`src/rtl/relu_stream_unit_if.sv`:
```
// Valid/ready stream bundle for the activation stage: upstream beat in, activated beat out.
// slave is the unit's view; master is the producer/consumer side.
interface relu_stream_if #(
    parameter int DATA_W = 16,
    parameter int LANES  = 4
);
    logic                      in_valid;
    logic                      in_ready;
    logic [LANES*DATA_W-1:0]   in_data;
    logic                      in_last;
    logic                      out_valid;
    logic                      out_ready;
    logic [LANES*DATA_W-1:0]   out_data;
    logic                      out_last;

    modport master (
        output in_valid, in_data, in_last, out_ready,
        input  in_ready, out_valid, out_data, out_last
    );

    modport slave (
        input  in_valid, in_data, in_last, out_ready,
        output in_ready, out_valid, out_data, out_last
    );
endinterface

```
`src/rtl/relu_stream_unit.sv`:
```
// Two-stage pipelined multi-lane activation (pass / ReLU / leaky / clipped) on a valid/ready stream,
// with a saturating count of lanes clipped in clipped-ReLU mode.
module relu_lane #(
    parameter int DATA_W     = 16,
    parameter int LEAK_SHIFT = 3
) (
    input  logic [1:0]               mode,
    input  logic signed [DATA_W-1:0] x,
    input  logic signed [DATA_W-1:0] clip_val,
    output logic signed [DATA_W-1:0] y,
    output logic                     clipped
);
    logic neg;
    assign neg     = x[DATA_W-1];
    assign clipped = !neg && (x > clip_val);

    // Every branch is either x, 0, clip_val or a right shift of x, so nothing can overflow.
    always_comb begin
        y = x;
        case (mode)
            2'd1: if (neg) y = '0;
            2'd2: if (neg) y = x >>> LEAK_SHIFT;
            2'd3: begin
                if (neg)          y = '0;
                else if (clipped) y = clip_val;
            end
            default: y = x;
        endcase
    end
endmodule

module relu_stream_unit #(
    parameter int DATA_W     = 16,
    parameter int LANES      = 4,
    parameter int LEAK_SHIFT = 3,
    parameter int CNT_W      = 16
) (
    input  logic                     clk,
    input  logic                     rst_n,
    input  logic [1:0]               mode,
    input  logic signed [DATA_W-1:0] clip_val,
    input  logic                     clr_count,
    output logic [CNT_W-1:0]         clip_count,
    relu_stream_if.slave             s
);
    localparam int PW = $clog2(LANES + 1);

    typedef logic [LANES-1:0][DATA_W-1:0] vec_t;

    logic                      s1_valid, s2_valid;
    logic                      s1_last, s2_last;
    vec_t                      s1_data, s2_data, act;
    logic [1:0]                s1_mode;
    logic signed [DATA_W-1:0]  s1_clip;
    logic [LANES-1:0]          lane_clip;
    logic                      s1_adv, s2_adv, s2_load;
    logic [PW-1:0]             n_clip;
    logic [CNT_W:0]            cnt_sum;

    assign s2_adv  = !s2_valid || s.out_ready;
    assign s1_adv  = !s1_valid || s2_adv;
    assign s2_load = s2_adv && s1_valid;

    assign s.in_ready  = s1_adv;
    assign s.out_valid = s2_valid;
    assign s.out_data  = s2_data;
    assign s.out_last  = s2_last;

    // mode/clip_val travel with the beat so in-flight data is unaffected by later changes.
    always_ff @(posedge clk or negedge rst_n) begin
        if (!rst_n) begin
            s1_valid <= 1'b0;
            s1_last  <= 1'b0;
            s1_data  <= '0;
            s1_mode  <= '0;
            s1_clip  <= '0;
        end else if (s1_adv) begin
            s1_valid <= s.in_valid;
            if (s.in_valid) begin
                s1_data <= s.in_data;
                s1_last <= s.in_last;
                s1_mode <= mode;
                s1_clip <= clip_val;
            end
        end
    end

    for (genvar i = 0; i < LANES; i++) begin : g_lane
        relu_lane #(.DATA_W(DATA_W), .LEAK_SHIFT(LEAK_SHIFT)) u_lane (
            .mode     (s1_mode),
            .x        (s1_data[i]),
            .clip_val (s1_clip),
            .y        (act[i]),
            .clipped  (lane_clip[i])
        );
    end

    always_ff @(posedge clk or negedge rst_n) begin
        if (!rst_n) begin
            s2_valid <= 1'b0;
            s2_last  <= 1'b0;
            s2_data  <= '0;
        end else if (s2_adv) begin
            s2_valid <= s1_valid;
            if (s1_valid) begin
                s2_data <= act;
                s2_last <= s1_last;
            end
        end
    end

    always_comb begin
        n_clip = '0;
        for (int i = 0; i < LANES; i++) n_clip = n_clip + PW'(lane_clip[i]);
    end

    assign cnt_sum = {1'b0, clip_count} + (CNT_W+1)'(n_clip);

    // A carry out of the sum means the true total passed the maximum: pin it there.
    always_ff @(posedge clk or negedge rst_n) begin
        if (!rst_n)
            clip_count <= '0;
        else if (clr_count)
            clip_count <= '0;
        else if (s2_load && s1_mode == 2'd3)
            clip_count <= cnt_sum[CNT_W] ? '1 : cnt_sum[CNT_W-1:0];
    end
endmodule

```
`src/flat_wrapper.sv`:
```
// flat-port wrapper written by rule: the top's interface ports become plain ports
module relu_stream_unit_flat 
#(
    parameter int DATA_W     = 16,
    parameter int LANES      = 4,
    parameter int LEAK_SHIFT = 3,
    parameter int CNT_W      = 16
)
  (clk, rst_n, mode, clip_val, clr_count, clip_count, s_in_valid, s_in_data, s_in_last, s_out_ready, s_in_ready, s_out_valid, s_out_data, s_out_last);
  relu_stream_if #(.DATA_W(DATA_W), .LANES(LANES)) s_i ();
  input  logic clk;
  input  logic rst_n;
  input  logic [1:0] mode;
  input  logic signed [DATA_W-1:0] clip_val;
  input  logic clr_count;
  output logic [CNT_W-1:0] clip_count;
  input wire logic [$bits(s_i.in_valid)-1:0] s_in_valid;
  input wire logic [$bits(s_i.in_data)-1:0] s_in_data;
  input wire logic [$bits(s_i.in_last)-1:0] s_in_last;
  input wire logic [$bits(s_i.out_ready)-1:0] s_out_ready;
  output wire logic [$bits(s_i.in_ready)-1:0] s_in_ready;
  output wire logic [$bits(s_i.out_valid)-1:0] s_out_valid;
  output wire logic [$bits(s_i.out_data)-1:0] s_out_data;
  output wire logic [$bits(s_i.out_last)-1:0] s_out_last;
  assign s_i.in_valid = s_in_valid;
  assign s_i.in_data = s_in_data;
  assign s_i.in_last = s_in_last;
  assign s_i.out_ready = s_out_ready;
  assign s_in_ready = s_i.in_ready;
  assign s_out_valid = s_i.out_valid;
  assign s_out_data = s_i.out_data;
  assign s_out_last = s_i.out_last;
  relu_stream_unit #(.DATA_W(DATA_W), .LANES(LANES), .LEAK_SHIFT(LEAK_SHIFT), .CNT_W(CNT_W)) u_core (.clk(clk), .rst_n(rst_n), .mode(mode), .clip_val(clip_val), .clr_count(clr_count), .clip_count(clip_count), .s(s_i));
endmodule
```
`config.mk`:
```
export PLATFORM = sky130hd
export DESIGN_NAME = relu_stream_unit_flat
export DESIGN_NICKNAME = d
export VERILOG_FILES = /design/src/rtl/relu_stream_unit_if.sv /design/src/rtl/relu_stream_unit.sv /design/src/flat_wrapper.sv
export SDC_FILE = /design/constraint.sdc
export NUM_CORES = 1
export LEC_CHECK = 0
export CAP_MARGIN = 10
export CORE_ASPECT_RATIO = 0.8
export CORE_MARGIN = 4
export CORE_UTILIZATION = 49
export CTS_BUF_LIST = sky130_fd_sc_hd__clkbuf_4 sky130_fd_sc_hd__clkbuf_8 sky130_fd_sc_hd__clkbuf_16
export DETAILED_ROUTE_END_ITERATION = 8
export PLACE_DENSITY = 0.79
export SLEW_MARGIN = 20
export SYNTH_ARGS = -nofsm -noshare
export SYNTH_HDL_FRONTEND = slang
export SYNTH_SLANG_ARGS = --single-unit
```
`constraint.sdc`:
```
create_clock -name clk -period 4.75 [get_ports clk]
set_input_delay 0.95 -clock clk [delete_from_list [all_inputs] [get_ports clk]]
set_output_delay 0.95 -clock clk [all_outputs]
set_load 0.03 [all_outputs]
```
==> results of run 1 <==
## Yosys cell counts (2+ instances only)
cell type / instances
and4_1: 3
o21bai_1: 5
a211oi_1: 5
nor2_1: 90
nand3b_1: 3
or2_2: 3
a21o_1: 24
or3_1: 15
inv_1: 26
and4_2: 2
buf_1: 6
clkbuf_1: 53
a221oi_1: 24
a311oi_2: 2
nand2b_1: 5
o21a_1: 13
o21ai_0: 61
o2bb2ai_1: 2
nor2b_1: 6
buf_2: 6
or4_4: 2
fa_1: 2
a21oi_1: 96
buf_4: 2
mux2_2: 83
nand4_1: 17
dfrtp_1: 166
nand3_1: 17
nor3_1: 10
a31oi_1: 3
nor4_1: 2
nand2_1: 94
ha_1: 69
a221o_1: 43
buf_6: 2
a311oi_1: 3
and2_1: 5
o211ai_1: 45
and3_1: 5
a31o_2: 2
nor4_2: 2
## logic make-up (layout without fill, tap and decap cells)
| logic type | Yosys count | count (layout) | share of synthesized area (%) |
|---|---|---|---|
| buf+inv | 96 | 308 | 3.97 |
| mux | 84 | 84 | 9.35 |
| flops | 166 | 166 | 41.1 |
| xor+xnor | 1 | 1 | 0.0867 |
| fa+ha+maj | 71 | 71 | 8.94 |
| simple gates | 289 | 289 | 13.7 |
| compound gates | 337 | 337 | 22.8 |
## metal layers
| layer | up-vias | part of all wire, % | wire [µm] |
|---|---|---|---|
| met1 | 4666 | 42 | 14000 |
| met3 | 92 | 9.8 | 3320 |
| met5 | - | 0.23 | 77 |
| met2 | 552 | 44 | 14900 |
| li1 | 4311 | - | - |
| met4 | 2 | 4.5 | 1520 |
## layout make-up
cell class | count | area share (%)
Tap cell | 264 | 2.48
Multi-Input combinational cell | 782 | 43.4
Clock inverter | 12 | 1.16
Clock buffer | 20 | 3.50
Timing Repair Buffer | 250 | 17.5
Inverter | 26 | 0.751
Sequential cell | 166 | 31.3
## worst max path at each step
stage	endpoint	cells past startpoint	slack [ps]
final	u_core.clip_count[9]	19	70
after global routing	u_core.clip_count[1]	17	-40
after CTS	u_core.clip_count[13]	18	10
after detailed placement	u_core.clip_count[13]	18	-30
after global placement	u_core.clip_count[9]	18	130
after floorplan	u_core.clip_count[5]	21	20
## per-stage QoR
stage / utilization (%) / instance area, µm² / hold WS [ps] / setup WS (ps)
detailed placement: 61.3 / 12300 / 454 / -26.1
floorplan: - / 10100 / 433 / 19.5
global placement: 61.3 / 12300 / 442 / 129
CTS: 64.5 / 12900 / 470 / 11.5
finish: 66.6 / 13300 / 469 / 68.0
global route: 66.6 / 13300 / 492 / -36.5
## repair_timing
| item | in CTS | in global routing |
|---|---|---|
| pin swaps | 0 | 12 |
| gates cloned | 0 | 0 |
| resized for setup | 2 | 62 |
| setup endpoints to repair | 3 | 15 |
| buffers inserted | 0 | 25 |
## worst register-to-register path: cells and delay by family (launching register included)
family / cells / cell delay, ps
compound gates: 4 / 720
buf+inv: 4 / 420
simple gates: 6 / 1590
flops: 1 / 390
fa+ha+maj: 5 / 1480
## sequential cells by signal, indices dropped and copies added, names as in the netlist
signal and flops:
u_core.s1_clip 16, u_core.s1_data 64, u_core.s.out_valid 1, u_core.s.out_last 1, u_core.clip_count 16, u_core.s1_mode 2
u_core.s1_last 1, u_core.s.out_data 64, u_core.s1_valid 1
## power breakdown
group          switching, mW  internal [mW]  total, mW
Sequential             0.292           1.69       1.98
Clock                  0.638          0.839       1.48
Combinational           1.35           1.02       2.38
==> metrics.md, run 1 <==
| Metric | Value |
|---|---|
| Per-cell routed wire length | 22.2 µm |
| Die area | 23000 µm² |
| Core ar. | 20000 µm² |
| Post-DRT Antenna Nets | 0 |
| Total power | 5.84 mW |
| Final nets | 1402 |
| Hold_buf cts | 0 |
| Initial drt markers | 991 |
| Register area | 4170 µm² |
| Share of the synthesized area in the top cell type | 41.1% |
| Met3 Usage GRT | 7.03% |
| CP bufs+invs | 4 |
| Post-synth top flop | dfrtp_1 |
| Post-Synthesis Cells | 1044 |
| Min cycle time layout | 4680 ps |
| Die Y | 136 µm |
| Sink Count | 166 |
| H-tree depth | 4 |
| CP arrival | 5020 ps |
| Depth of the most critical reg-to-reg path | 19 |
| Initial Util | 50.4% |
| Met1 Usage GRT | 39.6% |
| Clock network latency to the later pin of the worst-skew pair | 440 ps |
| First-pass GRT wire length | 50600 µm |
| Hold Vio Cnt, Final | 0 |
| Hold_sp | u_core.s1_last |
| Commonest cells after routing, fill and taps aside | 169 x clkdlybuf4s50_1, 156 x dfrtp_1, 92 x a21oi_1 |
| Initial antenna violation count | 0 |
| Hold depth | 2 |
| Post-synthesis register bit count | 166 |
| Post-synthesis net count | 1203 |
| Reg2reg start | u_core.s1_clip[1] |
| CP cell instances | inv_2 -> ha_4 -> nor2b_4 -> o211ai_1 -> a2111oi_4 -> or4_4 -> and3_4 -> ha_4 -> fa_2 -> ha_4 -> inv_2 -> fa_2 -> inv_2 -> a21oi_4 -> or4_4 -> buf_6 -> nand2_4 -> nor2_4 -> a311oi_2 |
| Largest net degree at the start of global routing | 86 |
| Setup TNS | 0 ps |
| Leading area contributor after synthesis | dfrtp_1 |
| Max_cap viols | 0 |
| Final setup fails | 0 |
| Netlist cell types | 61 |
| Tcrit/Tclk final | 98.6% |
| Slew @ Worst Pin | 950 ps |
| Max IR drop VDD | 263 µV |
| Fin cells | 1520 |
| Row count | 46 |
| Detailed placement HPWL | 22900 µm |
| Die W | 169 µm |
| Critical-path maximum fanout | 6 |
| Met2 Use GR | 42.2% |
| Via count | 9623 |
| Total routed wirelength | 33800 µm |
| CTS tree | done |
| # DRC | 0 |
| Most frequent standard cell in the layout excluding fill and tap cells | clkdlybuf4s50_1 |
| Number of diodes | 0 |
| # fillers | 1499 |
| Nature of the critical path endpoint | register |
| CTS buffer count | 17 |
| Share of post-route cells with drive strength above 1 | 21.2% |
| Sequential area share after synthesis | 41.1% |
| Most used routing layer | met2 |
| LEAKAGE | 5.50 nW |
| Hold-critical path endpoint | u_core.s.out_last |
| WP data required | 5090 ps |
| Pwr Density | 438 nW/µm² |
| DR vias/cell | 6.33 |
| Crit path launch type | register |
| Multi-input logic area | 5780 µm² |
| Syn avg cell area | 9.68 µm² |
| Max incr delay on CP | 600 ps |
| Status | completed |
| Syn. warnings | 0 |
| Crit path from | u_core.s1_clip[1] |
| Worst reg2reg path endpoint | u_core.clip_count[9] |
| Vias in the first global route | 9059 |
| Area contributors post-synth | dfrtp_1 41%, mux2_2 9.2%, ha_1 8.5% |
| Cell Area, Synth | 10100 µm² |
| Hold WC Path Type | reg -> reg |
| CP max stage cell | or4_4 |
| Clk slew on worst S/H paths | 70 ps |
| Port buffer count | 170 |
| CTS Buffer Depth | 2 |
| GPL Wtd Cong | 0.983 |
| Synth async-reset ratio | 100% |
| IO Pins | 171 |
| Highest Clock Rate | 0.214 GHz |
| Slew margin rel. | 36.5% |
| Post-synth EDFFs | 0 |
| CP top delay family | simple AND/OR/NAND/NOR gates |
| WS Path Type | reg -> reg |
| GRT overflow | 0 |
| Clock skew | 11.6 ps |
| Reg2Reg Setup Slack | 70 ps |
| Slew Limit Fails | 0 |
| Drt first pass iters | 7 |
| Root Driver | clkbuf_16 |
| Cells after DPL | 1463 |
| Synth-to-layout area growth | 31.9% |
| Overall Global Routing Usage | 28.4% |
Note: power is estimated with default switching activity, not from simulation.
==> run 2: changes to the inputs <==
--- a/config.mk
+++ b/config.mk
@@ -6,12 +6,15 @@
 export NUM_CORES = 1
 export LEC_CHECK = 0
 export CAP_MARGIN = 10
+export CELL_PAD_IN_SITES_DETAIL_PLACEMENT = 1
+export CELL_PAD_IN_SITES_GLOBAL_PLACEMENT = 2
 export CORE_ASPECT_RATIO = 0.8
 export CORE_MARGIN = 4
-export CORE_UTILIZATION = 49
+export CORE_UTILIZATION = 30
 export CTS_BUF_LIST = sky130_fd_sc_hd__clkbuf_4 sky130_fd_sc_hd__clkbuf_8 sky130_fd_sc_hd__clkbuf_16
+export CTS_CLUSTER_SIZE = 12
 export DETAILED_ROUTE_END_ITERATION = 8
-export PLACE_DENSITY = 0.79
+export PLACE_DENSITY = 0.77
 export SLEW_MARGIN = 20
 export SYNTH_ARGS = -nofsm -noshare
 export SYNTH_HDL_FRONTEND = slang
==> run 2 against run 1 <==
  * Flip-flop and latch count is the same
  * Critical endpoint is now u_core.clip_count[1]
  * Hold slack better by 12 ps
  * Critical path depth is 2 lower
  * Combinational power up 2%
  * Global-route usage down 6.3 points
  * Cell area up 1.0%
  * Worst setup slack improved by 88 ps
  * Die area rose by 60%
  * Via count down 1.7%
  * First-iteration DRC count decreased by 32%
  * Sequential share of layout area down 0.39 points
==> metrics.md, run 2 (synthesis gave the netlist of run 1 again) <==
| Metric | Value |
|---|---|
| Cells after DPL | 1656 (+13%) |
| Hold Vio Cnt, Final | 0 (unchanged) |
| WP data required | 5070 ps (-20 ps) |
| Share of post-route cells with drive strength above 1 | 20.0% (-1.2 points) |
| Final setup fails | 0 (unchanged) |
| Row count | 59 (+28%) |
| Post-DRT Antenna Nets | 0 (unchanged) |
| First-pass GRT wire length | 61300 µm (+21%) |
| H-tree depth | 4 (unchanged) |
| # DRC | 0 (unchanged) |
| Min cycle time layout | 4590 ps (-88.3 ps) |
| Int Pwr | 3.57 mW (+0.35%) |
| Hold WC Path Type | reg -> reg |
| Synth-to-layout area growth | 33.3% |
| Slew @ Worst Pin | 1080 ps (+134 ps) |
| Tcrit/Tclk final | 96.7% (-1.9 points) |
| CTS Buffer Depth | 2 (unchanged) |
| Logic pwr share | 41.1% (+0.4 points) |
| Clk slew on worst S/H paths | 70 ps (about the same) |
| Clock network latency to the later pin of the worst-skew pair | 450 ps (about the same) |
| Highest Clock Rate | 0.218 GHz (+1.9%) |
| Initial antenna violation count | 4 (+4) |
| Core ar. | 32900 µm² (+64%) |
| Crit path launch type | register |
| Drt first pass iters | 5 (-2) |
| Critical-path maximum fanout | 7 (+1) |
| Final nets | 1416 (+1.0%) |
| Per-cell routed wire length | 24.1 µm (+8.4%) |
| Die area | 36700 µm² (+60%) |
| Total power | 5.92 mW (+1.3%) |
| Status | completed |
| Detailed placement HPWL | 29300 µm (+28%) |
| Vias in the first global route | 9711 (+7.2%) |
| Flop pwr share | 33.3% (-0.7 points) |
| GRT overflow | 0 (unchanged) |
| Largest net degree at the start of global routing | 89 (+3.5%) |
| WS Path Type | reg -> reg |
| Pwr Density | 439 nW/µm² (+0.30%) |
| Overall Global Routing Usage | 22.0% (-6.3 points) |
| Nature of the critical path endpoint | register |
| Sw power | 2.35 mW (+2.8%) |
| CTS tree | done |
| Setup TNS | 0 ps (unchanged) |
| Sink Count | 166 (unchanged) |
| CTS buffer count | 17 (unchanged) |
| Die Y | 172 µm (+26%) |
| Hold_buf cts | 0 (unchanged) |
| IO Pins | 171 (unchanged) |
| CP arrival | 4920 ps (-100 ps) |
| Number of diodes | 0 (unchanged) |
| Initial drt markers | 677 (-32%) |
| Initial Util | 30.8% (-20 points) |
| Clock skew | 13.5 ps (+1.94 ps) |
| Fin cells | 1697 (+12%) |
| GPL Wtd Cong | 0.893 (-9.2%) |
| Max IR drop VDD | 209 µV (-21%) |
| Root Driver | clkbuf_16 |
| Total routed wirelength | 40900 µm (+21%) |
| Via count | 9464 (-1.7%) |
| Clock power share | 25.6% (+0.3 points) |
| Port buffer count | 170 (unchanged) |
| Most frequent standard cell in the layout excluding fill and tap cells | clkdlybuf4s50_1 |
| Hold slack | 481 ps (+11.5 ps) |
| Max_cap viols | 0 (unchanged) |
| Slew margin rel. | 27.8% (-8.7 points) |
| Die W | 213 µm (+26%) |
| Slew Limit Fails | 0 (unchanged) |
| DR vias/cell | 5.58 (-12%) |
| Commonest cells after routing, fill and taps aside | 169 x clkdlybuf4s50_1, 164 x dfrtp_1, 94 x a21oi_1 |
| Switch share | 39.7% (+0.59 points) |
| # fillers | 3701 (+150%) |
| LEAKAGE | 5.56 nW (+1.1%) |
[run 2: cell types whose count changed in the layout (fill, tap and decap cells not counted), sizes merged]
| cell | delta |
|---|---|
| buf | +13 |
| inv | -3 |
| clkinvlp | +2 |
| clkbuf | -1 |
| or4 | +1 |
| bufinv | +1 |
| clkinv | +1 |
[run 2: critical path, stage by stage, from the launching register on]
cell,delay [ps]
dfrtp_1,390
inv_2,90
ha_1,260
nand4_1,200
nor2_1,80
o2bb2ai_1,140
or4_4,520
and3_4,180
ha_1,300
fa_1,370
ha_1,310
inv_1,60
fa_2,360
inv_1,70
a21oi_2,80
or4_4,570
buf_4,190
a311oi_1,290
[run 2: path summary, 6_finish.rpt]
path	from	to	slack, ps	depth (start not counted)
max reg2reg	u_core.s1_clip[11]	u_core.clip_count[1]	160	17
min in group asynchronous	rst_n	u_core.s1_data[4]	580	1
min reg2reg	u_core.s1_last	u_core.s.out_last	480	2
min	u_core.s1_last	u_core.s.out_last	480	2
max	u_core.s1_clip[11]	u_core.clip_count[1]	160	17
max in group asynchronous	rst_n	u_core.s.out_data[40]	3180	2
[run 2: area by class of cell]
cell class	instances	area, µm²	share of cell area (%)
multi-input combinational	783	5640	41.9
sequential	166	4160	30.9
timing repair buffer	263	2430	18.0
tap	427	534	3.97
clock buffer	19	447	3.32
clock inverter	13	170	1.26
inverter	26	97.6	0.725
[run 2: what timing repair did]
item / 4_1_cts / 5_1_grt
gates resized for setup: 1 / 27
pin swaps: 1 / 10
endpoints found under the setup margin: 1 / 10
buffers inserted: 0 / 8
cloned: 0 / 1
hold endpoints to repair: 0 / 0
[run 2: power groups by stage]
stage / logic (mW) / clock network (mW) / registers (mW)
2_1_floorplan: 0.998 / 0 / 2.25
3_3_place_gp: 2.34 / 0 / 1.98
3_5_place_dp: 2.38 / 0 / 1.99
4_1_cts: 2.41 / 1.55 / 1.97
5_1_grt: 2.63 / 1.60 / 2.01
6_report: 2.43 / 1.51 / 1.97
[run 2: layer usage]
| layer | routed length, µm | up-vias | track usage (%) | part of all wire (%) |
|---|---|---|---|---|
| li1 | - | 4352 | - | - |
| met1 | 19500 | 4820 | 32.2 | 48 |
| met2 | 19000 | 247 | 34.8 | 46 |
| met3 | 1740 | 43 | 3.16 | 4.3 |
| met4 | 645 | 2 | 5.17 | 1.6 |
| met5 | 13 | - | 0 | 0.032 |
[run 2: per-stage QoR]
step / worst slack [ps] / area, µm² / utilization (%)
finish: 156 / 13500 / 41.0
detailed placement: 11.4 / 12700 / 38.7
global placement: 144 / 12700 / 38.7
floorplan: 19.5 / 10100 / -
global route: -25.9 / 13500 / 41.0
CTS: 22.3 / 13300 / 40.6
==> run 3: changes to the inputs <==
--- a/config.mk
+++ b/config.mk
@@ -10,11 +10,11 @@
 export CELL_PAD_IN_SITES_GLOBAL_PLACEMENT = 2
 export CORE_ASPECT_RATIO = 0.8
 export CORE_MARGIN = 4
-export CORE_UTILIZATION = 30
+export CORE_UTILIZATION = 34
 export CTS_BUF_LIST = sky130_fd_sc_hd__clkbuf_4 sky130_fd_sc_hd__clkbuf_8 sky130_fd_sc_hd__clkbuf_16
 export CTS_CLUSTER_SIZE = 12
 export DETAILED_ROUTE_END_ITERATION = 8
-export PLACE_DENSITY = 0.77
+export PLACE_DENSITY = 0.83
 export SLEW_MARGIN = 20
 export SYNTH_ARGS = -nofsm -noshare
 export SYNTH_HDL_FRONTEND = slang
==> constraint.sdc (replaced) <==
create_clock -name clk -period 4.4 [get_ports clk]
set_input_delay 0.88 -clock clk [delete_from_list [all_inputs] [get_ports clk]]
set_output_delay 0.88 -clock clk [all_outputs]
set_load 0.03 [all_outputs]
==> run 3 against run 2 <==
  * Clock skew is 2.4 ps lower
  * Clock power hardly changed
  * Total power rose by 11%
==> metrics.md, run 3 (synthesis gave the netlist of run 1 again) <==
| Metric | Value |
|---|---|
| Clock skew | 11.1 ps (-2.45 ps) |
| GPL Wtd Cong | 0.893 (about the same) |
| Most frequent standard cell in the layout excluding fill and tap cells | clkdlybuf4s50_1 |
| Row count | 56 (-5.1%) |
| Share of post-route cells with drive strength above 1 | 26.1% (+6.1 points) |
| Port buffer count | 170 (unchanged) |
| Max incr delay on CP | 510 ps (-60 ps) |
| WS Path Type | reg -> reg |
| Critical-path maximum fanout | 7 (unchanged) |
| First-pass GRT wire length | 63200 µm (+3.1%) |
| Max_cap viols | 0 (unchanged) |
| Synth-to-layout area growth | 39.4% |
| Hold Vio Cnt, Final | 0 (unchanged) |
| Min cycle time layout | 4390 ps (-200 ps) |
| Status | completed |
| Total routed wirelength | 42100 µm (+2.8%) |
| Via count | 9829 (+3.9%) |
| Sink Count | 166 (unchanged) |
| Initial drt markers | 675 (-0.30%) |
| Die Y | 162 µm (-5.8%) |
| Final core utilization | 48.1% (+7.1 points) |
| Highest Clock Rate | 0.228 GHz (+4.6%) |
| H-tree depth | 4 (unchanged) |
| Die W | 201 µm (-5.8%) |
| DR vias/cell | 5.81 (+4.2%) |
| Number of diodes | 0 (unchanged) |
| Pwr Density | 465 nW/µm² (+5.8%) |
| Vias in the first global route | 10300 (+6.0%) |
| Overall Global Routing Usage | 25.1% (+3.1 points) |
| Largest net degree at the start of global routing | 95 (+6.7%) |
| WP data required | 4730 ps (-340 ps) |
| Hold WC Path Type | reg -> reg |
| Fin cells | 1692 (-0.29%) |
| Core ar. | 29300 µm² (-11%) |
| CTS tree | done |
| Post-DRT Antenna Nets | 0 (unchanged) |
| Root Driver | clkbuf_16 |
| CP max stage cell | or4_4 |
| Crit path launch type | register |
| Final nets | 1462 (+3.2%) |
| CP arrival | 4730 ps (-190 ps) |
| GRT overflow | 0 (unchanged) |
| RSZ-0062 raised after global routing | yes |
| Commonest cells after routing, fill and taps aside | 169 x clkdlybuf4s50_1, 166 x dfrtp_1, 134 x buf_4 |
| Nature of the critical path endpoint | register |
| CTS Buffer Depth | 2 (unchanged) |
| Clock network latency to the later pin of the worst-skew pair | 440 ps (about the same) |
| CP cell instances | ha_1 -> nor2b_1 -> o211ai_1 -> a2111oi_4 -> or4_4 -> and3_4 -> ha_4 -> fa_2 -> ha_4 -> inv_2 -> fa_2 -> inv_2 -> a21oi_4 -> or4_4 -> nand2_2 -> nor2_2 -> a211oi_1 |
| IO Pins | 171 (unchanged) |
| Die area | 32600 µm² (-11%) |
| Detailed placement HPWL | 29600 µm (+0.97%) |
| # DRC | 0 (unchanged) |
| Cells after DPL | 1637 (-1.1%) |
| Per-cell routed wire length | 24.9 µm (+3.1%) |
| Slew margin rel. | 23.6% (-4.2 points) |
| Slew @ Worst Pin | 1150 ps (+63.0 ps) |
| Initial antenna violation count | 0 (-4) |
| Drt first pass iters | 5 (unchanged) |
| Total power | 6.55 mW (+11%) |
| CTS buffer count | 17 (unchanged) |
| Initial Util | 34.5% (+3.7 points) |
| LEAKAGE | 5.77 nW (+3.8%) |
| Tcrit/Tclk final | 99.9% (+3.1 points) |
| Final setup fails | 0 (unchanged) |
| Clk slew on worst S/H paths | 70 ps (about the same) |
| Max IR drop VDD | 303 µV (+45%) |
| Hold_buf cts | 0 (unchanged) |
| Slew Limit Fails | 0 (unchanged) |
run 3: final timing paths:
path | startpoint | to | slack [ps] | cells after the start
min | u_core.s1_last | u_core.s.out_last | 480 | 2
max | u_core.s1_data[17] | u_core.clip_count[5] | 6 | 17
min reg2reg | u_core.s1_last | u_core.s.out_last | 480 | 2
max reg2reg | u_core.s1_data[17] | u_core.clip_count[5] | 6 | 17
max in group asynchronous | rst_n | u_core.s1_clip[2] | 3010 | 2
min in group asynchronous | rst_n | u_core.clip_count[15] | 500 | 1
run 3: power by group:
| part | leakage (nW) | internal [mW] | total [mW] | switching (mW) |
|---|---|---|---|---|
| Clock | 0.272 | 0.846 | 1.54 | 0.690 |
| Combinational | 3.52 | 1.26 | 2.90 | 1.64 |
| Sequential | 1.98 | 1.82 | 2.11 | 0.291 |
| Total | 5.77 | 3.93 | 6.55 | 2.62 |
run 3: metrics by stage:
| step | setup TNS, ps | setup WS [ps] | cell area [µm²] | hold WS [ps] |
|---|---|---|---|---|
| after floorplan | -11.9 | -11.9 | 10200 | 433 |
| after global placement | -70.0 | -51.8 | 12900 | 456 |
| after detailed placement | -1430 | -177 | 12900 | 458 |
| after CTS | 0 | 6.02 | 13900 | 479 |
| after global routing | -1700 | -149 | 14100 | 525 |
| final | 0 | 6.22 | 14100 | 480 |
run 3: critical path, delay by kind of cell (launching register included):
kind / cells / cell delay [ps]
AO/OA/AOI/OAI: 4 / 700
buffers and inverters: 2 / 120
adder cells (fa/ha/maj): 5 / 1600
AND/OR/NAND/NOR: 6 / 1460
flip-flops: 1 / 410
run 3: what timing repair did:
item / 4_1_cts / 5_1_grt
pin swaps: 14 / 20
setup buffers: 15 / 8
cloned: 1 / 0
gates resized for setup: 41 / 34
setup endpoints to repair: 15 / 16
run 3: final cells by class:
class / instances / area, µm²
Tap cell: 377 / 472
Timing Repair Buffer: 309 / 2790
Sequential cell: 166 / 4150
Clock buffer: 19 / 440
Inverter: 26 / 100
Fill cell: 3298 / 15200
Multi-Input combinational cell: 783 / 6000
Clock inverter: 12 / 131
run 3: layer usage:
layer	track usage (%)	up-vias	share of wire [%]
met5	0	-	0
met4	9.63	0	3.6
met3	4.31	63	6.4
met2	39.5	352	45
met1	35.0	4987	45
li1	-	4427	-
